File: src/rtl/clk_gate_ctrl.sv
// Multi-channel clock-gating controller: per-channel wake/idle FSM driving a
// registered, glitch-free ICG enable with REQ/ACK handshake and idle timeout.
module clk_gate_ctrl #(
    parameter int unsigned NUM_CH   = 4,
    parameter int unsigned IDLE_W   = 8,
    parameter int unsigned WAKE_CYC = 2,
    parameter int unsigned CNT_W    = $clog2(NUM_CH + 1)
) (
    input  logic              CLK,
    input  logic              RST,
    input  logic              TE,
    input  logic [NUM_CH-1:0] REQ,
    input  logic [NUM_CH-1:0] BUSY,
    input  logic [IDLE_W-1:0] IDLE_CFG,
    output logic [NUM_CH-1:0] ACK,
    output logic [NUM_CH-1:0] EN_GATE,
    output logic [CNT_W-1:0]  ACTIVE_CNT
);

    localparam int unsigned WK_W = (WAKE_CYC > 1) ? $clog2(WAKE_CYC) : 1;

    typedef enum logic [1:0] {
        ST_OFF  = 2'd0,
        ST_WAKE = 2'd1,
        ST_ON   = 2'd2
    } state_t;

    state_t            state_q  [NUM_CH];
    logic [WK_W-1:0]   wake_cnt [NUM_CH];
    logic [IDLE_W-1:0] idle_cnt [NUM_CH];
    logic [NUM_CH-1:0] en_reg;
    logic [NUM_CH-1:0] active_nxt;
    logic [CNT_W-1:0]  active_sum;

    // Which channels will be out of OFF after this edge, so the count tracks the states
    always_comb begin
        active_nxt = '0;
        active_sum = '0;
        for (int i = 0; i < int'(NUM_CH); i++) begin
            case (state_q[i])
                ST_OFF:  active_nxt[i] = REQ[i];
                ST_WAKE: active_nxt[i] = 1'b1;
                ST_ON:   active_nxt[i] = REQ[i] | BUSY[i] | (idle_cnt[i] != '0);
                default: active_nxt[i] = 1'b0;
            endcase
            active_sum = active_sum + CNT_W'(active_nxt[i]);
        end
    end

    // Per-channel wake/idle state machines with registered enable and ACK
    always_ff @(posedge CLK) begin
        if (RST) begin
            for (int i = 0; i < int'(NUM_CH); i++) begin
                state_q[i]  <= ST_OFF;
                wake_cnt[i] <= '0;
                idle_cnt[i] <= '0;
            end
            en_reg     <= '0;
            ACK        <= '0;
            ACTIVE_CNT <= '0;
        end else begin
            for (int i = 0; i < int'(NUM_CH); i++) begin
                case (state_q[i])
                    ST_OFF: begin
                        if (REQ[i]) begin
                            state_q[i]  <= ST_WAKE;
                            en_reg[i]   <= 1'b1;
                            wake_cnt[i] <= WK_W'(WAKE_CYC - 1);
                        end
                    end
                    ST_WAKE: begin
                        if (wake_cnt[i] == '0) begin
                            state_q[i]  <= ST_ON;
                            ACK[i]      <= 1'b1;
                            idle_cnt[i] <= IDLE_CFG;
                        end else begin
                            wake_cnt[i] <= wake_cnt[i] - WK_W'(1);
                        end
                    end
                    ST_ON: begin
                        if (REQ[i] | BUSY[i]) begin
                            idle_cnt[i] <= IDLE_CFG;
                        end else if (idle_cnt[i] == '0) begin
                            state_q[i] <= ST_OFF;
                            en_reg[i]  <= 1'b0;
                            ACK[i]     <= 1'b0;
                        end else begin
                            idle_cnt[i] <= idle_cnt[i] - IDLE_W'(1);
                        end
                    end
                    default: begin
                        state_q[i] <= ST_OFF;
                        en_reg[i]  <= 1'b0;
                        ACK[i]     <= 1'b0;
                    end
                endcase
            end
            ACTIVE_CNT <= active_sum;
        end
    end

    // Only combinational path: test enable overrides the flopped enable
    assign EN_GATE = en_reg | {NUM_CH{TE}};

endmodule

File: config.mk
export PLATFORM = sky130hd
export DESIGN_NAME = clk_gate_ctrl
export DESIGN_NICKNAME = d
export VERILOG_FILES = /design/src/rtl/clk_gate_ctrl.sv
export SDC_FILE = /design/constraint.sdc
export NUM_CORES = 1
export LEC_CHECK = 0
export BUFFER_PORTS_ARGS = -buffer_cell sky130_fd_sc_hd__buf_2
export CORE_UTILIZATION = 40
export DETAILED_ROUTE_END_ITERATION = 12
export SLEW_MARGIN = 20
export SYNTH_ARGS = -nofsm -noshare
export SYNTH_HDL_FRONTEND = slang
export SYNTH_SLANG_ARGS = --single-unit
File: constraint.sdc
create_clock -name CLK -period 5.3 [get_ports CLK]
set_input_delay 0.53 -clock CLK [delete_from_list [all_inputs] [get_ports CLK]]
set_output_delay 0.53 -clock CLK [all_outputs]
set_load 0.02 [all_outputs]
Word level (Yosys, flattened, before mapping)
Memory sizes are Yosys's and may differ from the RTL's. Cells that the tools add are included.

Output and inout port bits: 11. Input bits: 19. Bits in registers: 11. Memories kept: 3. Word-level logic and storage cells: 306. Memory bits (writable): 44.

Bitwise logic cells: 53. Multiplexer cells: 182. Equal/unequal tests: 24. Reduce and logical (&&, ||, !) cells: 24. Add/subtract/negate cells: 11.

Memories: idle_cnt (words 4, bits a word 8, read ports 4, clocked after Yosys merged registers in 0, wr ports 4, RTL line 30) `logic [IDLE_W-1:0] idle_cnt [NUM_CH];`; state_q (words 4, bits a word 2, read ports 4, clocked after Yosys merged registers in 0, wr ports 4, RTL line 28) `state_t state_q [NUM_CH];`; wake_cnt (words 4, bits a word 1, read ports 4, clocked after Yosys merged registers in 0, wr ports 4, RTL line 29) `logic [WK_W-1:0] wake_cnt [NUM_CH];`.

Operator list (number): 1-bit two-way mux (142); 8-bit two-way mux (12); 1-bit OR (44); 1-bit one-hot mux with 3 select lines (12); 8-bit zero test (4); 2-bit two-way mux (16); 2-bit inequality test (second input constant) (16); 4-bit AND reduction (8); 8-bit nonzero test (4); 8-bit by 1-bit subtractor with 8-bit output (second input constant) (4); 3-bit OR reduction (4); 2-bit by 1-bit == test with 1-bit output (second input constant) (4); 2-bit == test (second input constant) (4); 2-bit zero test (4); 1-bit NOT (8); 4-bit OR (1); 1-bit subtractor (second input constant) (4); 2-bit by 1-bit adder with 3-bit output (1); 3-bit by 1-bit adder with 3-bit output (1); 1-bit by 1-bit adder with 2-bit output (1).

Depth between registers and ports, before layout
Gate-level depths: netlist of run 1.

Word-level depth: 8. Gate-level depth with buffers: 11. Depth with buffers taken out: 11.

Worst setup path before layout of run 1
No wires, ideal clock.

Path kind: register to register. Start point: mem idle_cnt[1][0]. End point: reg ACTIVE_CNT[1]. Setup time: 0.129 ns. Clock period less this slack: 2.608 ns. Required time: 5.171 ns. Path slack: 2.692 ns. Arrival: 2.479 ns. Cell stages (with the launch flop): 12. Buffers on the path: 0. Cells stage by stage: edfxtp_1 > inv_1 > ha_1 > or3b_2 > nor4_2 > o21a_1 > nand2b_1 > fa_1 > inv_1 > ha_1 > ha_1 > nor2b_1.

RTL lines: start, declared (RTL line 30); end signal, assigned (RTL line 98) `ACTIVE_CNT <= active_sum;`; end, declared (RTL line 17) `output logic [CNT_W-1:0] ACTIVE_CNT`.

==> results of run 1 <==
## worst max-delay path by stage
| stage | to | slack (ns) | cells after the start | from |
|---|---|---|---|---|
| 2_1_floorplan | ACTIVE_CNT[1] | 2.69 | 11 | idle_cnt[1][0] |
| 5_1_grt | ACTIVE_CNT[1] | 2.33 | 11 | idle_cnt[1][0] |
| 3_3_place_gp | ACTIVE_CNT[1] | 2.54 | 11 | idle_cnt[1][0] |
| 3_5_place_dp | ACTIVE_CNT[1] | 2.52 | 11 | idle_cnt[1][0] |
| 6_report | ACTIVE_CNT[1] | 2.50 | 11 | idle_cnt[1][0] |
| 4_1_cts | ACTIVE_CNT[1] | 2.49 | 11 | idle_cnt[1][0] |
## power breakdown
| group | switching, mW | internal [mW] | total [mW] | leakage [nW] |
|---|---|---|---|---|
| logic | 0.299 | 0.248 | 0.546 | 0.659 |
| registers | 0.114 | 0.614 | 0.728 | 0.564 |
| clock network | 0.129 | 0.0944 | 0.224 | 0.0395 |
## tightest hold or removal path, cell delays in order, from the launching register on
cell and delay (ns):
dfxtp_1 0.32, inv_1 0.05, a211oi_1 0.06
## logic make-up after synthesis
logic type | count (synthesis) | share of synthesized area
AND/OR/NAND/NOR | 106 | 0.208
AO/OA/AOI/OAI | 73 | 0.168
flip-flops | 55 | 0.475
buffers and inverters | 29 | 0.0370
XOR/XNOR | 24 | 0.0648
adder cells (fa/ha/maj) | 11 | 0.0447
multiplexers | 1 | 0.00308
## metal layers
metal / share of wire / wire length [um] / global-route usage
met3: 0.032 / 201 / 0.0307
met2: 0.46 / 2900 / 0.248
met1: 0.49 / 3070 / 0.217
met5: 0 / 0 / 0
met4: 0.013 / 79 / 0.0534
## layout make-up
| class | instances | share of cell area |
|---|---|---|
| tap | 102 | 0.0360 |
| clock buffer | 8 | 0.0226 |
| sequential | 55 | 0.435 |
| multi-input combinational | 215 | 0.447 |
| inverter | 18 | 0.0191 |
| timing repair buffer | 29 | 0.0409 |
## cells in the final DEF (no fill, tap or decap), types with 4 or more instances in the layout
master,Yosys,final
or2_2,6,6
inv_1,18,18
dfxtp_1,11,11
nor2_1,21,21
clkbuf_8,0,5
o21bai_1,5,5
buf_2,3,29
ha_1,10,10
edfxtp_1,44,44
xnor2_1,19,19
and3_1,4,4
or3b_2,4,4
and2_1,4,4
nor3b_1,7,7
nor2b_1,5,5
xor2_1,5,5
nor3_1,10,10
o21ai_0,12,12
nand2b_1,8,8
or3_1,4,4
nand2_1,9,9
a21oi_1,10,10
o2bb2ai_1,31,31
==> flow_metrics.tcl, run 1 <==
set metrics [dict create \
    p_leak_nw 1.26 \
    start_util 0.418 \
    nFillCells 765 \
    io_pins 30 \
    die_y_um 92.1 \
    antennaDiodeCount 0 \
    drt_first_pass_iters 4 \
    largest_register "idle_cnt" \
    drc_errors 0 \
    ys_ff_latch 55 \
    overflow 0 \
    synth_most_common_cell "edfxtp_1" \
    synth.distinct_cells 48 \
    initialDrtViolationCount 93 \
    hold_path_end "ACK[1]" \
    die_area_sq_um 8480 \
    clock_latency_ns 0.30 \
    p_total_mw 1.50 \
    clockRootBuffer "clkbuf_8" \
    setup_viol 0 \
    setup_slack_ns 2.50 \
    hold_path_depth 2 \
    cp_data_arrival_time_ns 2.98 \
    placedCellCount 419 \
    io_buffers 29 \
    syn_inst 299 \
    synth_commonest_cells "edfxtp_1 (44), o2bb2ai_1 (31), nor2_1 (21)" \
    coreArea_sq_um 7770 \
    rr_endpoint "ACTIVE_CNT[1]" \
    hold_viol 0 \
    cts.sink_count 55 \
    pre_cts_ws_ns 2.52 \
    post-route-period-util 0.529 \
    crit_chain "inv_1 > ha_1 > or3b_2 > nor4_2 > o21a_1 > nand2b_1 > fa_1 > inv_1 > ha_1 > ha_1 > nor2b_1" \
    cp_common_cell "ha_1" \
    clk_pin_slew_ns 0.10 \
    synth_edf_count 44 \
    synth_top_area_frac 0.407 \
    rsz0062_at_grt "no" \
    synth_warnings 0 \
    synthArstFlopShare 0 \
    dpl-instance-area_sq_um 3470 \
    hp-start "ACK[1]" \
    slowest_delay_ns 0.48 \
    reg_top3 "idle_cnt: 32 flops, state_q: 8 flops" \
    reg2regPathDepth 11 \
    ys_top_cells_by_area "edfxtp_1 (41%), o2bb2ai_1 (8.4%), dfxtp_1 (6.8%), xnor2_1 (5.1%), ha_1 (3.9%)" \
    dr_total_vias 2242 \
    wire_per_inst_um 14.6 \
    status "finished, final reports clean" \
    drv_slew 0 \
    place_congestion 0.790 \
    multi_input_area_sq_um 1580 \
    stdcell_area_sq_um 3550 \
    grt_usage 0.158 \
    tns_ns 0 \
    fmax_ghz 0.357 \
    rrSetupSlack_ns 2.50 \
    required_ns 5.48 \
    grt_pass1_vias 2135 \
    path_class "reg2reg" \
    syn_area_sq_um 3250 \
    synth_nets 329 \
    holdBufCountCts 0 \
    core.rowCount 32 \
    post-route-min-period_ns 2.80 \
    cts_setup_buffers 0 \
    area_growth_pct 9.25 \
    cts-buffers-inserted 5 \
    max-slew-margin-rel 0.556 \
    path_delay_family "simple AND/OR/NAND/NOR gates" \
    clock-skew-final_ns 0.00749 \
    syn-mean-instance-area_sq_um 10.9 \
    ant_nets 0 \
    worstPathMaxFanout 5 \
    power_density_nw_per_um2 423 \
    ys_seq_area_frac 0.475 \
    reg2reg_from "idle_cnt[1][0]" \
    cts_tree "yes" \
    crit_slowest_cell "or3b_2" \
    final_cells 427 \
    fin_util 0.457 \
    cp_num_buf_inv 2 \
    cts_max_level 2 \
    grt_pass1_wl_um 10400 \
    cp-end-kind "flop" \
    drive_gt1_frac 0.175 \
    via_per_inst 5.25 \
    antenna_found_initial 0 \
    ys.flop_type "edfxtp_1" \
    crit_path_start_kind "flop" \
    seq_area_sq_um 1540 \
    maxCapViolations 0 \
    final_nets 354 \
    cts_buffer_depth 2 \
    grt_max_degree 26 \
    dp_hpwl_um 4650 \
    hold_path_class "reg2reg" \
    postRouteWirelength_um 6250 \
    post_cts_resized 0 \
    hold_ws_ns 0.467 \
    irDropWorstVdd_uv 130 \
    die_w_um 92.1 \
    yosysTopAreaCell "edfxtp_1" \
    largest_reg_flops 32 \
    tightest_slew_ns 0.666 \
]
No activity file was read; power rests on OpenSTA's default activity.
==> run 2: changes to the inputs <==
==> constraint.sdc (replaced) <==
create_clock -name CLK -period 2.66 [get_ports CLK]
set_input_delay 0.266 -clock CLK [delete_from_list [all_inputs] [get_ports CLK]]
set_output_delay 0.266 -clock CLK [all_outputs]
set_load 0.02 [all_outputs]
==> flow_metrics.tcl, run 2 (same netlist as run 1, synthesis figures left out) <==
set metrics [dict create \
    status "finished, final reports clean" \
    stdcell_area_sq_um 3710 \
    wire_per_inst_um 14.8 \
    final_cell_mix "edfxtp_1 (44), o2bb2ai_1 (31), buf_2 (29)" \
    crit_path_start_kind "flop" \
    setup_viol 0 \
    drc_errors 0 \
    tns_ns 0 \
    maxCapViolations 0 \
    antennaDiodeCount 0 \
    cts-buffers-inserted 5 \
    hold_viol 0 \
    core.rowCount 32 \
    via_per_inst 5.25 \
    path_class "reg2reg" \
    final_common_cell "edfxtp_1" \
    cts_tree "yes" \
    p_leak_nw 1.36 \
    largest_reg_flops 32 \
    place_congestion 0.781 \
    final_nets 372 \
    irDropWorstVdd_uv 284 \
    drv_slew 0 \
    coreArea_sq_um 7770 \
    reg2reg_from "idle_cnt[1][4]" \
    tightest_slew_ns 0.765 \
    nFillCells 742 \
    io_buffers 29 \
    cp-end-kind "flop" \
    dp_hpwl_um 4890 \
    placedCellCount 436 \
    die_w_um 92.1 \
    reg_top3 "idle_cnt: 32 flops, state_q: 8 flops" \
    grt_pass1_wl_um 11300 \
    grt_usage 0.170 \
    drt_first_pass_iters 4 \
    power_density_nw_per_um2 847 \
    grt_pass1_vias 2320 \
    grt_max_degree 26 \
    worstPathMaxFanout 3 \
    clock-skew-final_ns 0.00948 \
    dr_total_vias 2335 \
    antenna_found_initial 0 \
    rsz0062_at_grt "yes" \
    clockRootBuffer "clkbuf_8" \
    initialDrtViolationCount 54 \
    post-route-period-util 0.979 \
    clock_latency_ns 0.31 \
    postRouteWirelength_um 6610 \
    cts_max_level 2 \
    largest_register "idle_cnt" \
    cts_buffer_depth 2 \
    fmax_ghz 0.384 \
    clk_pin_slew_ns 0.09 \
    final_cells 445 \
    required_ns 2.84 \
    hold_path_class "in2reg" \
    drive_gt1_frac 0.224 \
    start_util 0.418 \
    area_growth_pct 14.2 \
    hold_ws_ns 0.314 \
    dpl-instance-area_sq_um 3590 \
    holdBufCountCts 0 \
    ant_nets 0 \
    max-slew-margin-rel 0.490 \
    overflow 0 \
    fin_util 0.477 \
    die_y_um 92.1 \
    cp-startpoint "idle_cnt[1][4]" \
    die_area_sq_um 8480 \
    cp_data_arrival_time_ns 2.79 \
    post-route-min-period_ns 2.60 \
    io_pins 30 \
    cts.sink_count 55 \
    hp-start "IDLE_CFG[3]" \
]
-- run 2: cell count changes in the layout (fill, tap and decap cells not counted), sizes merged --
cell and change:
buf +18
-- run 2: stage by stage --
step / worst slack (ns) / power (mW)
after detailed placement: -0.0422 / 2.67
after global routing: -0.0868 / 3.38
after CTS: 0.0305 / 3.15
final: 0.0570 / 3.14
after global placement: 0.0103 / 2.66
after floorplan: 0.0518 / 2.31
-- run 2: routing by layer --
layer | global-route usage | share of wire
met2 | 0.280 | 0.46
met4 | 0.0508 | 0.014
met3 | 0.0257 | 0.023
met1 | 0.231 | 0.50
met5 | 0 | 0
-- run 2: power by group --
part / internal (mW) / total (mW) / switching [mW]
clock network: 0.188 / 0.451 / 0.263
registers: 1.22 / 1.43 / 0.210
logic: 0.594 / 1.26 / 0.664
-- run 2: critical path: stages (launching register included) --
cell      delay (ns)
edfxtp_1        0.45
or4_4           0.54
nor4_4          0.24
o21a_1          0.15
nand2b_1        0.13
fa_1            0.42
inv_1           0.07
ha_1            0.14
ha_1            0.22
nor2b_1         0.12
-- run 2: worst paths after layout --
| check | to | slack [ns] | cells past startpoint |
|---|---|---|---|
| setup / recovery | ACTIVE_CNT[1] | 0.06 | 9 |
| hold / removal | idle_cnt[2][3] | 0.31 | 2 |
| setup reg to reg | ACTIVE_CNT[1] | 0.06 | 9 |
| hold reg to reg | ACK[1] | 0.45 | 2 |
-- run 2: cell type report --
cell class,count,area (sq um),share of cell area
multi-input combinational,215,1610,0.434
sequential,55,1540,0.416
timing repair buffer,47,280,0.0756
tap,102,128,0.0344
clock buffer,8,80.1,0.0216
inverter,18,67.6,0.0182
-- run 2: repair_timing --
action                     CTS  global route
gates resized for setup      2             3
setup endpoints to repair    1             3
setup buffers                0             1
==> run 3: changes to the inputs <==
--- a/config.mk
+++ b/config.mk
@@ -6,8 +6,11 @@
 export NUM_CORES = 1
 export LEC_CHECK = 0
 export BUFFER_PORTS_ARGS = -buffer_cell sky130_fd_sc_hd__buf_2
+export CORE_MARGIN = 2
 export CORE_UTILIZATION = 40
 export DETAILED_ROUTE_END_ITERATION = 12
+export GPL_ROUTABILITY_DRIVEN = 1
+export REMOVE_ABC_BUFFERS = 1
 export SLEW_MARGIN = 20
 export SYNTH_ARGS = -nofsm -noshare
 export SYNTH_HDL_FRONTEND = slang
==> flow_metrics.tcl, run 3 (same netlist as run 1, synthesis figures left out) <==
set metrics [dict create \
    tns_ns 0 \
    final_cell_mix "edfxtp_1 (44), o2bb2ai_1 (31), buf_2 (29)" \
    clkPwrFrac 0.149 \
    p_sw_frac 0.356 \
    dp_hpwl_um 5060 \
    hold_path_class "in2reg" \
    cp_data_arrival_time_ns 2.76 \
    post-route-period-util 0.959 \
    via_per_inst 5.35 \
    overflow 0 \
    irDropWorstVdd_uv 480 \
    drc_errors 0 \
    initialDrtViolationCount 75 \
    clock-skew-final_ns 0.0114 \
    clockRootBuffer "clkbuf_8" \
    drt_first_pass_iters 4 \
    io_pins 30 \
    post-route-min-period_ns 2.55 \
    cts_tree "yes" \
    wl_met3_um 178 \
    nFillCells 715 \
    required_ns 2.87 \
    cp_common_cell "ha_1" \
    seq_power_share 0.447 \
    p_comb_frac 0.403 \
    grt_pass1_vias 2275 \
    final_common_cell "edfxtp_1" \
    grt_max_degree 17 \
    slowest_delay_ns 0.41 \
    io_buffers 29 \
    dpl-instance-area_sq_um 3620 \
    crit_slowest_cell "edfxtp_1" \
    final_cells 451 \
    die_w_um 94.1 \
    core.rowCount 32 \
    cts-buffers-inserted 5 \
    clock_latency_ns 0.31 \
    grt_pass1_wl_um 10800 \
    die_y_um 94.1 \
    grt_usage 0.157 \
    status "finished, final reports clean" \
    holdBufCountCts 0 \
    cts_buffer_depth 2 \
    stdcell_area_sq_um 3770 \
    hold_viol 0 \
    power_switching_mw 1.14 \
    hold_path_depth 2 \
    area_growth_pct 16.2 \
    setup_viol 0 \
    reg_top3 "idle_cnt: 32 flops, state_q: 8 flops" \
    met1_length_um 3120 \
    tightest_slew_ns 0.625 \
    largest_reg_flops 32 \
    crit_path_start_kind "flop" \
    ant_nets 0 \
    cts_max_level 2 \
    path_class "reg2reg" \
    fmax_ghz 0.392 \
    highest_layer "met4" \
    antennaDiodeCount 0 \
    drv_slew 0 \
    maxCapViolations 0 \
    reg2regPathDepth 11 \
    cts.sink_count 55 \
    placedCellCount 440 \
    fin_util 0.483 \
    coreArea_sq_um 7810 \
    postRouteWirelength_um 6550 \
    final_nets 378 \
    wl_met2_um 3150 \
    cp-end-kind "flop" \
    power_density_nw_per_um2 848 \
    p_int_mw 2.06 \
    start_util 0.416 \
    largest_register "idle_cnt" \
    wire_per_inst_um 14.5 \
    max-slew-margin-rel 0.583 \
    p_leak_nw 1.39 \
    place_congestion 0.830 \
    antenna_found_initial 0 \
    clk_pin_slew_ns 0.10 \
    drive_gt1_frac 0.249 \
    worstPathMaxFanout 2 \
    dr_total_vias 2414 \
    crit_chain "inv_2 > ha_1 > or3b_4 > nor4_4 > o21a_1 > nand2b_4 > fa_1 > inv_1 > ha_1 > ha_1 > nor2b_1" \
    die_area_sq_um 8850 \
]
-- run 3: per-layer routing --
layer / track usage / up-vias
li1: - / 1210
met1: 0.211 / 1164
met2: 0.258 / 31
met3: 0.0273 / 9
met4: 0.0471 / 0
met5: 0 / -
-- run 3: final timing paths --
path	start	end	slack, ns
hold reg to reg	ACK[1]	ACK[1]	0.49
setup reg to reg	idle_cnt[1][0]	ACTIVE_CNT[1]	0.11
hold / removal	RST	ACK[1]	0.31
setup / recovery	idle_cnt[1][0]	ACTIVE_CNT[1]	0.11
-- run 3: power by group through the flow --
| stage | combinational [mW] | clock (mW) | sequential (mW) |
|---|---|---|---|
| 3_5_place_dp | 1.24 | 0 | 1.44 |
| 6_report | 1.29 | 0.478 | 1.43 |
| 2_1_floorplan | 0.820 | 0 | 1.46 |
| 5_1_grt | 1.44 | 0.529 | 1.47 |
| 3_3_place_gp | 1.24 | 0 | 1.43 |
| 4_1_cts | 1.25 | 0.490 | 1.42 |
-- run 3: stage by stage --
| stage | power [mW] | setup slack [ns] | hold WS [ns] |
|---|---|---|---|
| floorplan | 2.28 | 0.0675 | 0.335 |
| global placement | 2.67 | 0.0511 | 0.463 |
| detailed placement | 2.68 | 0.0358 | 0.467 |
| CTS | 3.16 | 0.0225 | 0.312 |
| global route | 3.43 | -0.00332 | 0.317 |
| finish | 3.20 | 0.109 | 0.313 |
-- run 3: critical path, delay by kind of cell, from the launching register on --
| family | cells | cell delay (ns) |
|---|---|---|
| AOI/OAI and AO/OA | 1 | 0.16 |
| adders and majority gates | 4 | 0.88 |
| buffers and inverters | 2 | 0.15 |
| DFF | 1 | 0.41 |
| and+or+nand+nor | 4 | 0.87 |
-- run 3: cell type report --
cell class	instances	area [sq um]	area share
clock inverters	1	5.00	0.00133
multi-input cells	215	1620	0.429
flip-flops and latches	55	1540	0.409
inverters	18	67.6	0.0179
well taps	102	128	0.0338
repair buffers	53	325	0.0862
clock buffers	7	86.3	0.0229
-- run 3: what timing repair did --
| item | in CTS | in global routing |
|---|---|---|
| setup buffers | 0 | 3 |
| resized for setup | 0 | 8 |
| setup endpoints to repair | 0 | 1 |
